## src/rtl/dual_button_debounce.sv

```systemverilog
// Two-channel button conditioner: synchronises each raw level and accepts a
// new level only after it has been stable for DEBOUNCE_CYCLES clocks.
module dual_button_debounce #(
  parameter int SYNC_STAGES     = 2,
  parameter int DEBOUNCE_CYCLES = 50000,
  parameter int CNT_W           = 16
) (
  input  logic clk,
  input  logic rst,
  input  logic btn1_raw,
  input  logic btn2_raw,
  output logic btn1_db,
  output logic btn2_db,
  output logic btn1_rise,
  output logic btn2_rise,
  output logic btn1_fall,
  output logic btn2_fall
);

  typedef enum logic [1:0] {
    LOW      = 2'd0,
    CHK_HIGH = 2'd1,
    HIGH     = 2'd2,
    CHK_LOW  = 2'd3
  } state_t;

  localparam logic [CNT_W-1:0] CNT_MAX = CNT_W'(DEBOUNCE_CYCLES - 1);

  logic [1:0] raw;
  logic [1:0] db_vec;
  logic [1:0] rise_vec;
  logic [1:0] fall_vec;

  assign raw = {btn2_raw, btn1_raw};

  genvar gi;
  generate
    for (gi = 0; gi < 2; gi++) begin : g_chan
      logic [SYNC_STAGES-1:0] sync_reg;
      logic                   s;
      state_t                 state_reg, state_next;
      logic [CNT_W-1:0]       cnt_reg, cnt_next;
      logic                   db_reg, db_next;
      logic                   rise_reg, fall_reg;

      assign s = sync_reg[SYNC_STAGES-1];

      always_ff @(posedge clk) begin
        if (rst) begin
          sync_reg <= '0;
        end else begin
          sync_reg <= {sync_reg[SYNC_STAGES-2:0], raw[gi]};
        end
      end

      always_ff @(posedge clk) begin
        if (rst) begin
          state_reg <= LOW;
          cnt_reg   <= '0;
          db_reg    <= 1'b0;
          rise_reg  <= 1'b0;
          fall_reg  <= 1'b0;
        end else begin
          state_reg <= state_next;
          cnt_reg   <= cnt_next;
          db_reg    <= db_next;
          rise_reg  <= db_next & ~db_reg;
          fall_reg  <= ~db_next & db_reg;
        end
      end

      // Any disagreeing sample during a check returns to the settled state,
      // so the count always restarts from zero after a bounce.
      always_comb begin
        state_next = state_reg;
        cnt_next   = cnt_reg;
        case (state_reg)
          LOW: begin
            if (s) begin
              state_next = CHK_HIGH;
              cnt_next   = '0;
            end
          end
          CHK_HIGH: begin
            if (!s) begin
              state_next = LOW;
              cnt_next   = '0;
            end else if (cnt_reg == CNT_MAX) begin
              state_next = HIGH;
              cnt_next   = '0;
            end else begin
              cnt_next = cnt_reg + 1'b1;
            end
          end
          HIGH: begin
            if (!s) begin
              state_next = CHK_LOW;
              cnt_next   = '0;
            end
          end
          CHK_LOW: begin
            if (s) begin
              state_next = HIGH;
              cnt_next   = '0;
            end else if (cnt_reg == CNT_MAX) begin
              state_next = LOW;
              cnt_next   = '0;
            end else begin
              cnt_next = cnt_reg + 1'b1;
            end
          end
          default: begin
            state_next = LOW;
            cnt_next   = '0;
          end
        endcase
      end

      assign db_next = (state_next == HIGH) || (state_next == CHK_LOW);

      assign db_vec[gi]   = db_reg;
      assign rise_vec[gi] = rise_reg;
      assign fall_vec[gi] = fall_reg;
    end
  endgenerate

  assign btn1_db   = db_vec[0];
  assign btn2_db   = db_vec[1];
  assign btn1_rise = rise_vec[0];
  assign btn2_rise = rise_vec[1];
  assign btn1_fall = fall_vec[0];
  assign btn2_fall = fall_vec[1];

endmodule

```

## config.mk

```make
export PLATFORM = sky130hd
export DESIGN_NAME = dual_button_debounce
export DESIGN_NICKNAME = d
export VERILOG_FILES = /design/src/rtl/dual_button_debounce.sv
export SDC_FILE = /design/constraint.sdc
export NUM_CORES = 1
export LEC_CHECK = 0
export ABC_AREA = 1
export ABC_CLOCK_PERIOD_IN_PS = 1900
export CORE_ASPECT_RATIO = 1.1
export CORE_MARGIN = 2
export CORE_UTILIZATION = 33
export CTS_CLUSTER_SIZE = 25
export DETAILED_ROUTE_END_ITERATION = 10
export PLACE_DENSITY = 0.52
export SLEW_MARGIN = 20
export SYNTH_ARGS = -nofsm -noshare
export SYNTH_HDL_FRONTEND = slang
export SYNTH_SLANG_ARGS = --single-unit
```

## constraint.sdc

```tcl
create_clock -name clk -period 1.9 [get_ports clk]
set_input_delay 0.38 -clock clk [delete_from_list [all_inputs] [get_ports clk]]
set_output_delay 0.38 -clock clk [all_outputs]
set_load 0.02 [all_outputs]
```

======== Yosys cells after proc, flatten, opt, wreduce, memory -nomap -nowiden ========
Cells that the tools add are included.
cells by class
  add/sub/neg operators ................... 2
  equality and inequality tests ........... 16
  multiplexer cells ....................... 26
  bitwise operators ....................... 8
  reduce and logical (&&, ||, !) cells .... 6
operator list
  kind                                                                   count
  16-bit 2-to-1 mux                                                      10
  16-bit case mux with 4 select lines                                    2
  16-bit by 1-bit adder with 16-bit output, second input constant        2
  16-bit equality test, second input constant                            2
  2-bit 2-to-1 mux                                                       12
  2-bit equality test, second input constant                             8
  2-bit case mux with 4 select lines                                     2
  2-bit inequality test, second input constant                           4
  1-bit AND                                                              4
  2-bit by 1-bit equality test with 1-bit output, second input constant  2
  2-bit zero test                                                        2
  1-bit NOT                                                              4
  2-bit AND reduction                                                    2
  1-bit logical OR                                                       2
storage, ports and cells
  register bits ........................... 46
  input bits .............................. 4
  output and inout bits ................... 6
  word-level logic and storage cells ...... 70

======== Longest topological paths before layout ========
  depth in word-level cells ............... 8
  depth in mapped cells ................... 10
  mapped depth without buffers ............ 10

======== Worst setup path after synthesis ========
No wires, ideal clock.
  kind .................................... register to register
  start ................................... reg g_chan[0].state_reg[1]
  end ..................................... reg g_chan[0].cnt_reg[4]
  setup time .............................. 117 ps
  arrival ................................. 1,214 ps
  data required time ...................... 1,783 ps
  path slack .............................. 568 ps
  cell stages (with the launch flop) ...... 9
  buffers on the path ..................... 1
  clock period less this slack ............ 1,332 ps
  path through ............................ dfxtp_1 > inv_1 > nand2_1 > nand3_4 > buf_6 > nand2_1 > nor2_1 > o21ai_0 > nor2_1
between the ends
  cells in the longest elaborated chain, start to end .. 3
  elaborated cells on any way between the ends .. 8
  classes of those cells .................. eq/ne: 5; mux: 1; reduce/logical: 2
RTL lines
  what                                                           RTL line  RTL
  start: declaration                                             41        state_t state_reg, state_next;
  start signal: assignment                                       64        state_reg <= state_next;
  2-bit equality test / 2-bit zero test (equally long branches)  77        case (state_reg)
  2-bit inequality test (no source line)                         n/a
  2-bit AND reduction (no source line)                           n/a
  end signal: assignment                                         65        cnt_reg <= cnt_next;
  end: declaration                                               42        logic [CNT_W-1:0] cnt_reg, cnt_next;
Parallel ways exist; a longest one is shown, timed or not.
A chain may end at the register's enable or synchronous reset.

==> run_results.csv <==
group,metric,value,unit
floorplanning,rows,32,
route,final_antenna_net_count,0,
finish,nets,354,
floorplanning,die_w,84.91,µm
floorplanning,start_util,0.3391,
logic_synthesis,synthXorXnorAreaFrac,0.03318,
worst_setup_path,crit_start,"g_chan[0].state_reg[1]",
route,post_drt_wl_per_cell,10.97,µm
clocking,clkLatencyLatePin,0.30,ns
floorplanning,dieArea,7896,µm²
timing,rsz0062_at_grt,"no",
finish,multi_input_area,1241,µm²
timing,maxSlewViolCount,0,
timing,hold_violations,0,
worst_setup_path,crit_chain,"clkdlybuf4s50_1",
route,via_per_inst,4.560,
logic_synthesis,synthAdderAreaFrac,0.01053,
clocking,post_cts_buffers,0,
logic_synthesis,synthDistinctLibCells,36,
logic_synthesis,synth-edff-count,0,
logic_synthesis,synthFlopType,"dfxtp_1",
clocking,cts.sinks,45,
power,total_power,0.001632,W
logic_synthesis,async_flop_share,0,
global_routing,antenna_found_initial,0,
worst_setup_path,path_depth,1,
finish,seq_area,900.9,µm²
outcome,outcome,"complete, no violations",
logic_synthesis,yosysMostFrequentCell,"nand2_1",
clocking,postCtsHoldBufs,0,
worst_setup_path,worstPathRequired,1.52,ns
logic_synthesis,seq_area_frac_synth,0.3791,
timing,relSlewSlack,0.7145,
route,drtIter0Drc,108,
route,num_vias,1979,
worst_setup_path,r2r_setup_slack,0.38,ns
route,wirelength,4759,µm
timing,fmaxAchievable,590.4,MHz
route,first_pass_iters,4,
clocking,cts_made_buffers,5,
clocking,htree_levels,2,
timing,post-route-period-util,0.8915,
logic_synthesis,netlist_area,2376,µm²
logic_synthesis,synth_nets,341,
min_path,worst_hold_path_type,"reg2reg",
power,power.density,618.3,nW/µm²
worst_setup_path,cp_top_family,"buffers and inverters",
logic_synthesis,synth.area.mux_share,0,
worst_setup_path,cp_slowest_cell,"clkdlybuf4s50_1",
finish,area_growth,11.11,%
worst_setup_path,endpoint_kind,"output port",
logic_synthesis,yosys.area_share.simple,0.3992,
floorplanning,io_pins,10,
clocking,post_cts_resized,0,
finish,largest_register_ffs,32,
logic_synthesis,avgSynthCellArea,7.093,µm²
worst_setup_path,crit_type,"reg2out",
power,leakage,1.051,nW
logic_synthesis,yosysTopAreaCellShare,0.3791,
power,ir_drop,0.0003045,V
clocking,root_buffer,"clkbuf_8",
worst_setup_path,worstPathMaxFanout,4,
timing,period_minus_slack,1.694,ns
flow_run,maxCapViolations,0,
timing,worst_slew_pin_slew,0.4272,ns
min_path,hp-start,"g_chan[1].sync_reg[0]",
placement,dp_hpwl,3528,µm
global_routing,track_usage,0.1309,
worst_setup_path,endpoint,"btn1_db",
finish,fill_cells,749,
logic_synthesis,synth_compound_area_frac,0.07952,
logic_synthesis,ys_warn_count,0,
worst_setup_path,worstReg2RegEnd,"g_chan[1].cnt_reg[0]",
logic_synthesis,netlist_instances,335,
worst_setup_path,cp_num_buf_inv,1,
floorplanning,core,7007,µm²
clocking,cts_max_path_buffers,2,
timing,skew,0.01181,ns
worst_setup_path,regToRegStartpoint,"g_chan[1].cnt_reg[0]",
placement,io_buffers,9,
finish,drive_gt1_frac,0.1347,
worst_setup_path,crit_path_start_kind,"register",
placement,gp_congestion,0.7797,
timing,fin_tns_setup,0,ns
timing,setup_viol,0,
logic_synthesis,ys_ff_latch,45,
global_routing,grt_overflow,0,
global_routing,grt_max_degree,16,
global_routing,grt_pass1_vias,1941,
global_routing,grt_pass1_wl,8514,µm
clocking,cts_tree,"done",
finish,antenna_cells,0,
logic_synthesis,synthTopCellsByArea,"dfxtp_1, nand2_1, nor2_1, inv_1, nand3_1",
logic_synthesis,yosysTopAreaCell,"dfxtp_1",
route,drc,0,
logic_synthesis,yosys-top-cells-count,"nand2_1, nor2_1, inv_1, dfxtp_1, nand3_1",
worst_setup_path,worstPathArrival,1.31,ns
clocking,path_clk_slew,0.09,ns
logic_synthesis,synth_top_family_by_area,"simple AND/OR/NAND/NOR gates",
worst_setup_path,critical_path.max_stage_delay,0.62,ns
floorplanning,die_h,93.00,µm
worst_setup_path,reg2reg_depth,9,
tightest hold or removal path: stages (launching register included):
cell and delay [ns]:
dfxtp_1 0.30, inv_1 0.04, nor2_1 0.03
stage by stage:
stage | hold slack [ns] | utilization | setup slack (ns) | std cells | area (µm²)
6_report | 0.4071 | 0.3768 | 0.2062 | 434 | 2640
5_1_grt | 0.4415 | 0.3768 | 0.1432 | 434 | 2640
4_1_cts | 0.4114 | 0.3768 | 0.1941 | 434 | 2640
3_5_place_dp | 0.3995 | 0.3638 | 0.3716 | 426 | 2549
3_3_place_gp | 0.3935 | 0.3638 | 0.3860 | 426 | 2549
2_1_floorplan | 0.3883 | - | 0.5685 | 335 | 2376
placed cells by master, fill, tap and decap left out, drive strengths merged:
cell / Yosys / routed
clkdlybuf4s50: 0 / 9
xor2: 5 / 5
nand3b: 4 / 4
o21bai: 1 / 1
inv: 51 / 51
nor3: 9 / 9
xnor2: 4 / 4
a21o: 3 / 3
dfxtp: 45 / 45
ha: 2 / 2
nand2: 86 / 86
o21ai: 9 / 9
nand4: 7 / 7
buf: 4 / 2
o21a: 1 / 1
nand3: 22 / 22
and2: 1 / 1
nor2: 62 / 62
a31oi: 2 / 2
a21oi: 15 / 15
clkinv: 1 / 4
clkbuf: 1 / 5
per-layer routing:
| layer | part of all wire | routed length [µm] | vias to the layer above | GRT usage |
|---|---|---|---|---|
| met5 | 0 | 0 | - | 0 |
| met3 | 0.028 | 132 | 6 | 0.02824 |
| met1 | 0.50 | 2367 | 890 | 0.1660 |
| li1 | - | - | 1066 | - |
| met2 | 0.46 | 2198 | 17 | 0.2211 |
| met4 | 0.013 | 60 | 0 | 0.04233 |
worst min path at each step:
| stage | to | depth (start not counted) |
|---|---|---|
| CTS | g_chan[1].sync_reg[1] | 2 |
| global placement | g_chan[1].sync_reg[1] | 2 |
| floorplan | g_chan[0].sync_reg[1] | 2 |
| detailed placement | g_chan[1].sync_reg[1] | 2 |
| global route | g_chan[1].sync_reg[1] | 2 |
| finish | g_chan[1].sync_reg[1] | 2 |
cells by family (layout without fill, tap and decap cells):
kind of cell / count (synthesis) / in the layout
fa+ha+maj: 2 / 2
simple gates: 191 / 191
buf+inv: 57 / 71
compound gates: 31 / 31
flops: 45 / 45
xor+xnor: 9 / 9
power breakdown:
| group | switching, W | leakage [nW] | internal [W] | total [W] |
|---|---|---|---|---|
| clock network | 0.000345 | 0.0481 | 0.000261 | 0.000607 |
| registers | 0.00000272 | 0.363 | 0.000948 | 0.000950 |
| logic | 0.0000518 | 0.640 | 0.0000234 | 0.0000752 |
| total | 0.000400 | 1.05 | 0.00123 | 0.00163 |
layout make-up:
class / count / share of cell area
clock buffers: 5 / 0.02607
clock inverters: 3 / 0.008531
inverters: 52 / 0.07393
multi-input cells: 233 / 0.4701
flip-flops and latches: 45 / 0.3412
well taps: 85 / 0.04028
repair buffers: 11 / 0.03981
Power figures use the tool's default switching activity.
